### config.mk
export PLATFORM = sky130hd
export DESIGN_NAME = uart_rx_fifo
export DESIGN_NICKNAME = d
export VERILOG_FILES = /design/src/rtl/uart_pkg.sv /design/src/rtl/uart_fifo_mem.sv /design/src/rtl/uart_rx_fifo.sv
export SDC_FILE = /design/constraint.sdc
export NUM_CORES = 1
export LEC_CHECK = 0
export ABC_AREA = 1
export CAP_MARGIN = 10
export CORE_MARGIN = 4
export CORE_UTILIZATION = 42
export DETAILED_ROUTE_END_ITERATION = 10
export HOLD_SLACK_MARGIN = 0.02
export MAX_ROUTING_LAYER = met4
export PLACE_DENSITY_LB_ADDON = 0.12
export SETUP_SLACK_MARGIN = 0.02
export SLEW_MARGIN = 20
export SYNTH_ARGS = -nofsm -noshare
export SYNTH_HDL_FRONTEND = slang
export SYNTH_SLANG_ARGS = --single-unit
export TNS_END_PERCENT = 30
### constraint.sdc
create_clock -name clk -period 2.8 [get_ports clk]
set_input_delay 0.42 -clock clk [delete_from_list [all_inputs] [get_ports clk]]
set_output_delay 0.42 -clock clk [all_outputs]
set_load 0.005 [all_outputs]
### src/rtl/uart_pkg.sv
// Shared UART constants used by the receiver, transmitter and their buffers.
// Pure declarations: no logic, no latency.
// Imported by any block that needs to agree on the UART byte width.
package uart_pkg;

  // Width of one UART character as delivered by the receiver.
  localparam int UART_DATA_W = 8;

  // Pointer width for a FIFO of the given depth: index bits plus one wrap bit.
  function automatic int fifo_ptr_w(input int depth);
    return $clog2(depth) + 1;
  endfunction

endpackage : uart_pkg

### src/rtl/uart_fifo_mem.sv
// Byte storage for the UART receive FIFO: one synchronous write port, one async read port.
// Latency: write lands at the clock edge; read data follows raddr combinationally.
// Backpressure: none here; the owning FIFO decides when we is asserted.
module uart_fifo_mem #(
  parameter int DEPTH  = 16,
  parameter int DATA_W = 8
) (
  input  logic                     clk,
  input  logic                     we,
  input  logic [$clog2(DEPTH)-1:0] waddr,
  input  logic [DATA_W-1:0]        wdata,
  input  logic [$clog2(DEPTH)-1:0] raddr,
  output logic [DATA_W-1:0]        rdata
);

  // Contents are deliberately not reset; out_data is meaningless until the first push.
  logic [DATA_W-1:0] mem_q [DEPTH];

  // Write the incoming byte into the addressed slot.
  always_ff @(posedge clk) begin
    if (we) begin
      mem_q[waddr] <= wdata;
    end
  end

  // Head byte is read straight out of the array so the FIFO is first-word-fall-through.
  assign rdata = mem_q[raddr];

endmodule : uart_fifo_mem

### src/rtl/uart_rx_fifo.sv
// UART receive byte FIFO (FWFT): captures in_valid strobes, hands bytes out over valid/ready.
// Latency: a byte pushed at edge k is presented on out_data/out_valid in the cycle after k.
// Backpressure: none upstream; when full with no pop, the byte is dropped (overrun flag when
// UART_RX_FIFO_OVERRUN_EN is defined, otherwise silently with overrun tied low).
module uart_rx_fifo
  import uart_pkg::*;
#(
  parameter int DEPTH  = 16,
  parameter int DATA_W = UART_DATA_W
) (
  input  logic                   clk,
  input  logic                   rst_n,
  input  logic [DATA_W-1:0]      in_data,
  input  logic                   in_valid,
  output logic [DATA_W-1:0]      out_data,
  output logic                   out_valid,
  input  logic                   out_ready,
  output logic [$clog2(DEPTH):0] level,
  output logic                   full,
  output logic                   overrun,
  input  logic                   overrun_clr
);

  localparam int AW = $clog2(DEPTH);
  localparam int PW = fifo_ptr_w(DEPTH);

  // Pointers carry one extra wrap bit so full and empty are distinguishable.
  logic [PW-1:0] wr_ptr_q, wr_ptr_d;
  logic [PW-1:0] rd_ptr_q, rd_ptr_d;

  logic empty;
  logic pop;
  logic push;
  logic drop;

  // Status is decoded from registered pointers only.
  assign empty = (wr_ptr_q == rd_ptr_q);
  assign full  = (wr_ptr_q[AW-1:0] == rd_ptr_q[AW-1:0]) &&
                 (wr_ptr_q[AW] != rd_ptr_q[AW]);
  assign level = wr_ptr_q - rd_ptr_q;

  assign out_valid = !empty;

  // A pop frees a slot in the same cycle, so a full FIFO can still accept a byte
  // when the consumer is taking one; an empty FIFO never pops, so no bypass exists.
  assign pop  = out_valid && out_ready;
  assign push = in_valid && (!full || pop);
  assign drop = in_valid && full && !pop;

  // Next-state pointers: each advances by one on its own handshake.
  always_comb begin
    wr_ptr_d = wr_ptr_q;
    rd_ptr_d = rd_ptr_q;
    if (push) begin
      wr_ptr_d = wr_ptr_q + PW'(1);
    end
    if (pop) begin
      rd_ptr_d = rd_ptr_q + PW'(1);
    end
  end

  // Pointer registers; reset empties the FIFO and discards any buffered bytes.
  always_ff @(posedge clk or negedge rst_n) begin
    if (!rst_n) begin
      wr_ptr_q <= '0;
      rd_ptr_q <= '0;
    end else begin
      wr_ptr_q <= wr_ptr_d;
      rd_ptr_q <= rd_ptr_d;
    end
  end

  uart_fifo_mem #(
    .DEPTH  (DEPTH),
    .DATA_W (DATA_W)
  ) u_mem (
    .clk   (clk),
    .we    (push),
    .waddr (wr_ptr_q[AW-1:0]),
    .wdata (in_data),
    .raddr (rd_ptr_q[AW-1:0]),
    .rdata (out_data)
  );

`ifdef UART_RX_FIFO_OVERRUN_EN
  logic overrun_q, overrun_d;

  // Sticky loss flag: a drop in the same cycle as a clear leaves it set.
  always_comb begin
    overrun_d = overrun_q;
    if (overrun_clr) begin
      overrun_d = 1'b0;
    end
    if (drop) begin
      overrun_d = 1'b1;
    end
  end

  // Overrun register.
  always_ff @(posedge clk or negedge rst_n) begin
    if (!rst_n) begin
      overrun_q <= 1'b0;
    end else begin
      overrun_q <= overrun_d;
    end
  end

  assign overrun = overrun_q;
`else
  // Without the flag, drops still happen when full but are not reported.
  logic unused_overrun;
  assign unused_overrun = overrun_clr ^ drop;
  assign overrun        = 1'b0;
`endif

endmodule : uart_rx_fifo
## After elaboration in Yosys (flattened, before gate mapping)

Memory sizes are Yosys's and may differ from the RTL's.
Index checks and enable logic that the tools add are counted.
Widths: inputs -> output; s select.

| word-level totals | value |
|---|---|
| register bits after elaboration | 10 |
| bits in writable memories | 128 |
| input port bits | 13 |
| output and inout bits | 16 |
| logic and storage cells | 17 |
| memories | 1 |

Memories:

| memory | words | width | rd ports | clocked after memory_dff | wr ports | RTL line | RTL |
|---|---|---|---|---|---|---|---|
| u_mem.mem_q | 16 | 8 | 1 | 0 | 1 | uart_fifo_mem.sv:17 | `logic [DATA_W-1:0] mem_q [DEPTH];` |

| operators by class | value |
|---|---|
| $add $sub $neg | 3 |
| equality and inequality tests | 3 |
| multiplexer cells | 2 |
| reductions and logical operators | 6 |

Operators by type and width:

| operator | number |
|---|---|
| $add 5x1->5 const B | 2 |
| $eq 5x5->1 | 1 |
| $sub 5x5->5 | 1 |
| $eq 4x4->1 | 1 |
| $logic_and 1x1->1 | 3 |
| $logic_not 1->1 | 2 |
| $mux 1 | 2 |
| $logic_or 1x1->1 | 1 |
| $ne 1x1->1 | 1 |

## Longest topological paths before layout

| logic depth | value |
|---|---|
| word-level depth | 7 |
| gate-level depth with buffers | 12 |
| mapped depth without buffers | 10 |

## Hierarchy

Synthesis repeated with hierarchy kept, for this count alone.

| second synthesis, totals | value |
|---|---|
| cells, all modules | 642 |
| area total of the unflattened synthesis | 6379.9 um^2 |

Modules (own cells, without submodules):

| module | times used | cells each | area each (um^2) | sequential area each (um^2) |
|---|---|---|---|---|
| uart_fifo_mem | 1 | 543 | 5606.6 | 3843.7 |
| uart_rx_fifo | 1 | 99 | 773.2 | 250.2 |

## Worst setup path before layout

Ideal clock, no wire load.

| path | value |
|---|---|
| path kind | register to register |
| from | register rd_ptr_q[1] |
| to | memory u_mem.mem_q[12][0] (enable) |
| library setup time | 0.370 ns |
| arrival | 1.900 ns |
| slack | 0.529 ns |
| cell stages (with the launch flop) | 11 |
| path buffers | 3 |
| period minus slack after synthesis | 2.271 ns |
| path through | dfrtp_1 -> buf_2 -> inv_2 -> buf_2 -> ha_1 -> nand2_1 -> nor2_4 -> nand4_4 -> nand2_2 -> buf_4 -> nor2_1 |

| on the way | value |
|---|---|
| cells in the longest elaborated chain, start to end | 7 |
| elaborated cells on any way between the ends | 10 |
| those cells by class | eq/ne: 2; mux: 2; reduce/logical: 6 |

Ends and longest elaborated chain:

| item | RTL line | RTL |
|---|---|---|
| start, declared | uart_rx_fifo.sv:29 | `logic [PW-1:0] rd_ptr_q, rd_ptr_d;` |
| start signal, assigned | uart_rx_fifo.sv:69 | `rd_ptr_q <= rd_ptr_d;` |
| $eq 5x5->1 / $eq 4x4->1 (equally long branches) | uart_rx_fifo.sv:37, uart_rx_fifo.sv:38 |  |
| $logic_not 1->1 / $logic_and 1x1->1 (equally long branches) | uart_rx_fifo.sv:42, uart_rx_fifo.sv:38 |  |
| $logic_and 1x1->1 / $logic_not 1->1 (equally long branches) | uart_rx_fifo.sv:46, uart_rx_fifo.sv:47 |  |
| $logic_or 1x1->1 (*) | uart_rx_fifo.sv:47 | `assign push = in_valid && (!full \|\| pop);` |
| $logic_and 1x1->1 (*) | uart_rx_fifo.sv:47 |  |
| $mux 1 (*) | uart_fifo_mem.sv:21 | `if (we) begin` |
| $mux 1 (implied by the code) (*) | uart_fifo_mem.sv:22 | `mem_q[waddr] <= wdata;` |
| end, declared | uart_fifo_mem.sv:17 |  |

Mark *: on every way between the ends. The rest lies on a longest branch, timed or not.

## Worst setup path after layout

| path | value |
|---|---|
| from | register rd_ptr_q[0] |
| to | output out_data[7] |

| on the way | value |
|---|---|
| cells in the longest elaborated chain, start to end | 1 |

Ends and longest elaborated chain:

| item | RTL line | RTL |
|---|---|---|
| $mem_v2 16x8 | -- |  |
| end, declared | uart_rx_fifo.sv:15 | `output logic [DATA_W-1:0] out_data,` |

Every way passes these cells.

==> results by stage <==
Outcome:
- The run finished with clean final reports.

Global routing:
- The layer flagged by global routing as most heavily used is met2.
- The met3 track demand over resource is 0.04122.
- The number of global-route vias before repair came to 4,402.
- For this run, the total global-route usage over all layers was measured as 0.1846.
- In the global route stage, met2 resource usage came out at 0.2811.
- After global routing the overflow that remains totals 0.
- The initial antenna violation count is 0.
- For this run, global-route usage on met1 was measured as 0.2420.
- The first global-routing pass estimated 23,670 microns of wire.
- Entering global routing, the biggest net connects 67 pins.

Setup path:
- The peak fanout along the critical path is 32.
- The number of cell instances on the worst register-to-register path is 6.
- The arrival time of data at the critical path endpoint is 2.26 ns.
- The largest single stage delay on the critical path is roughly 0.51 ns.
- The most frequent cell on the critical path is nand2_1.
- Walking the worst path, the cells encountered are inv_4 > buf_16 > nand2_1 > nand2_1 > nand2_1 > nand3_1 > nand3_1 > nand2_1 > clkdlybuf4s50_1.
- The slowest stage of the critical path belongs to the cell clkdlybuf4s50_1.
- The critical path is of the reg -> out type.
- At the worst endpoint, the required time is 2.38 ns.
- The worst setup path is captured at an output port.
- The worst setup path is launched from a register.

Yosys:
- By area the synthesized netlist is led by edfxtp_1, nand2_1, inv_1, nand3_1, dfrtp_1.
- The cell area that synthesis handed to floorplanning was 6455 sq um.
- When the netlist entered floorplanning its net count stood at 701.
- The number of enable-type register cells in the synthesized netlist is 128.
- The number of register bits inferred by synthesis is 138.
- The share of flip-flops with an asynchronous set or reset after synthesis is 0.07246.
- The count of synthesis-stage warnings from yosys is 0.
- Summed over all instances, the cell type with the most area after synthesis is edfxtp_1.
- The post-synthesis sequential area ratio is 0.6342.
- The distinct cell type count after synthesis is 22.
- The share of synthesized area in the top cell type comes to 0.5955.
- The average instance area after synthesis is 9.521 sq um.
- The dominant synthesized flop cell is edfxtp_1.
- Synthesis produced 678 cells.

Detailed routing:
- After the first detailed-routing iteration, the DRC count stood at 305.
- The number of vias per cell is 4.824.
- The number of DRC violations after detailed routing is 0.
- The detail route stage leaves a number of antenna-violating nets equal to 0.
- The via total after detailed routing is 4,404.
- Summed over all layers, the routed wires come to 15,010 microns.
- The length of the first detailed-routing pass in iterations is 4.
- Dividing the detail-routed wire length by the instance count gives 16.44 microns.

Timing:
- Adding up every negative setup slack in the final design gives 0 ns.
- The worst clock skew on the final layout is 0.005632 ns.
- Setup repair after global routing could not meet its margin everywhere.
- Counting I/O delays and the setup requirement, the final critical path takes 2.679 ns.
- The worst pin sits at a relative slew slack of 0.3662.
- The number of slew-limit violations in the final report is 0.
- Based on the critical path, the design can be clocked at up to 373.3 MHz.
- At the pin with the least slew margin, the transition time is 0.9473 ns.
- The final number of hold-violating endpoints is 0.
- The setup violation total in the final timing report is 0.
- Dividing the final minimum period by the clock period gives 0.9568.

Pwr:
- Across the VDD grid, the largest voltage drop is 0.9180 mV.
- In this run the power density over the cells is 1040 nW/um^2.
- The analysis attributes to cell leakage a power of 0.003372 uW.
- The total power after layout is 7848 uW.

Place:
- The routability-driven placement congestion ratio is 0.7858.
- The quantity of I/O buffers inserted on ports is 26.
- Detailed placement ended at an HPWL of 8797 microns.

Floorplan:
- The initial standard-cell utilization of the core is 0.4262.
- 29 I/O pins were placed.
- The die is 132.0 microns wide.
- The die covers approximately 17,000 sq um.
- The placeable core region is 15,150 sq um.
- The die height is 132.0 microns.
- The floorplan has 45 rows.

Flow run:
- The number of violations of the max-capacitance limit is 0.

Hold path:
- The path class of the tightest hold or removal check is in -> async.

Final layout:
- For this run, the post-layout net count is 735.
- The repair_antennas step left the layout with diodes totalling 0.
- In the final layout, the share of cells above drive strength 1 is 0.07310.
- Compared with the post-synthesis result, the final layout area differs by 16.86%.
- The final-layout fill cell count is 1,407.

Clock tree:
- TritonCTS built the clock tree.
- The clock insertion delay at the later pin of the skew report is 0.41 ns.
- In this run the number of H-tree levels came out at 4.
- The maximum root-to-sink buffer count is 2.
- Clock-pin slew was measured on the worst setup and hold paths at 0.06 ns.
- The total CTS buffers is 17.
- CTS saw 138 sinks.
- In this run the clock root is driven by a clkbuf_16.
## worst paths after layout
| check | start | end | slack, ns |
|---|---|---|---|
| hold / removal | rst_n | rd_ptr_q[3] | 0.37 |
| min in group clk | wr_ptr_q[4] | wr_ptr_q[4] | 0.52 |
| setup / recovery | rd_ptr_q[0] | out_data[7] | 0.12 |
| max in group asynchronous | rst_n | rd_ptr_q[0] | 2.03 |
| hold reg to reg | wr_ptr_q[4] | wr_ptr_q[4] | 0.52 |
| setup reg to reg | wr_ptr_q[3] | u_mem.mem_q[6][6] | 0.31 |
## critical path, delay by kind of cell, from the launching register on
kind / cells / cell delay, ns
buf+inv: 3 / 0.85
simple gates: 6 / 0.52
flops: 1 / 0.45
## synthesized netlist by cell type (2+ instances only)
library cell,n
inv_2,3
xor2_1,8
nor2_1,20
buf_2,18
buf_4,4
a21oi_1,2
ha_1,9
nand3_1,91
o21ai_1,3
nand2_2,3
inv_1,132
dfrtp_1,10
clkbuf_1,4
edfxtp_1,128
nand2_1,236
## metrics by stage
stage | area [sq um] | cells | hold slack, ns | setup WS [ns] | util
2_1_floorplan | 6455 | 678 | 0.1244 | 0.5293 | -
3_3_place_gp | 6935 | 879 | 0.5220 | 0.2544 | 0.4579
3_5_place_dp | 6935 | 879 | 0.5154 | 0.2188 | 0.4579
4_1_cts | 7486 | 912 | 0.3707 | 0.001716 | 0.4943
5_1_grt | 7543 | 913 | 0.3898 | -0.008445 | 0.4981
6_report | 7543 | 913 | 0.3705 | 0.1210 | 0.4981
## registers in the layout, summed over array words and instances (netlist names)
signal / flops
rd_ptr_q: 5
wr_ptr_q: 5
u_mem.mem_q: 128
## power by group
| part | leakage [uW] | total [uW] | internal [uW] | switching (uW) |
|---|---|---|---|---|
| clock network | 0.000265 | 2070 | 1290 | 788 |
| logic | 0.00183 | 3210 | 1270 | 1940 |
| registers | 0.00128 | 2560 | 2480 | 84.2 |
| total | 0.00337 | 7850 | 5040 | 2810 |
## logic make-up (layout without fill, tap and decap cells)
group / Yosys count / count (layout) / share of synthesized area
compound gates: 5 / 5 / 0.003876
xor+xnor: 8 / 8 / 0.01086
fa+ha+maj: 10 / 10 / 0.02055
buf+inv: 163 / 210 / 0.1018
flops: 138 / 138 / 0.6342
other cells: 1 / 1 / 0.0005810
simple gates: 353 / 353 / 0.2281
## layout make-up
class | count | area, sq um | area share
inverter | 136 | 516.7 | 0.06850
multi-input combinational | 377 | 1709 | 0.2266
sequential | 138 | 4095 | 0.5429
tap | 188 | 235.2 | 0.03118
timing repair buffer | 42 | 444.2 | 0.05888
clock buffer | 20 | 436.7 | 0.05789
clock inverter | 12 | 106.4 | 0.01410
## repair_timing
action	in CTS	in global routing
cloned	0	1
endpoints found under the setup margin	3	9
buffers inserted	1	0
hold buffers	0	0
resized for setup	1	8
## per-layer routing
layer | routed length, microns | vias up | part of all wire
li1 | - | 2192 | -
met1 | 6934 | 2061 | 0.46
met2 | 6849 | 126 | 0.46
met3 | 845 | 25 | 0.056
met4 | 384 | 0 | 0.026
met5 | 0 | - | 0
## cells in the final DEF (no fill, tap or decap), types with 3 or more instances in the layout
master           synthesis  layout
inv_1                  132     130
nand2_2                  3       3
clkinv_1                 1       5
clkinv_2                 0       4
nand2_1                236     236
clkbuf_16                0      18
inv_2                    3       4
clkbuf_1                 4       3
o21ai_1                  3       3
buf_4                    4      11
edfxtp_1               128     128
nor2_1                  20      20
nand3_1                 91      90
xor2_1                   8       8
clkdlybuf4s50_1          0      25
dfrtp_1                 10       9
ha_1                     9       9
(Power assumes the default switching activity.)
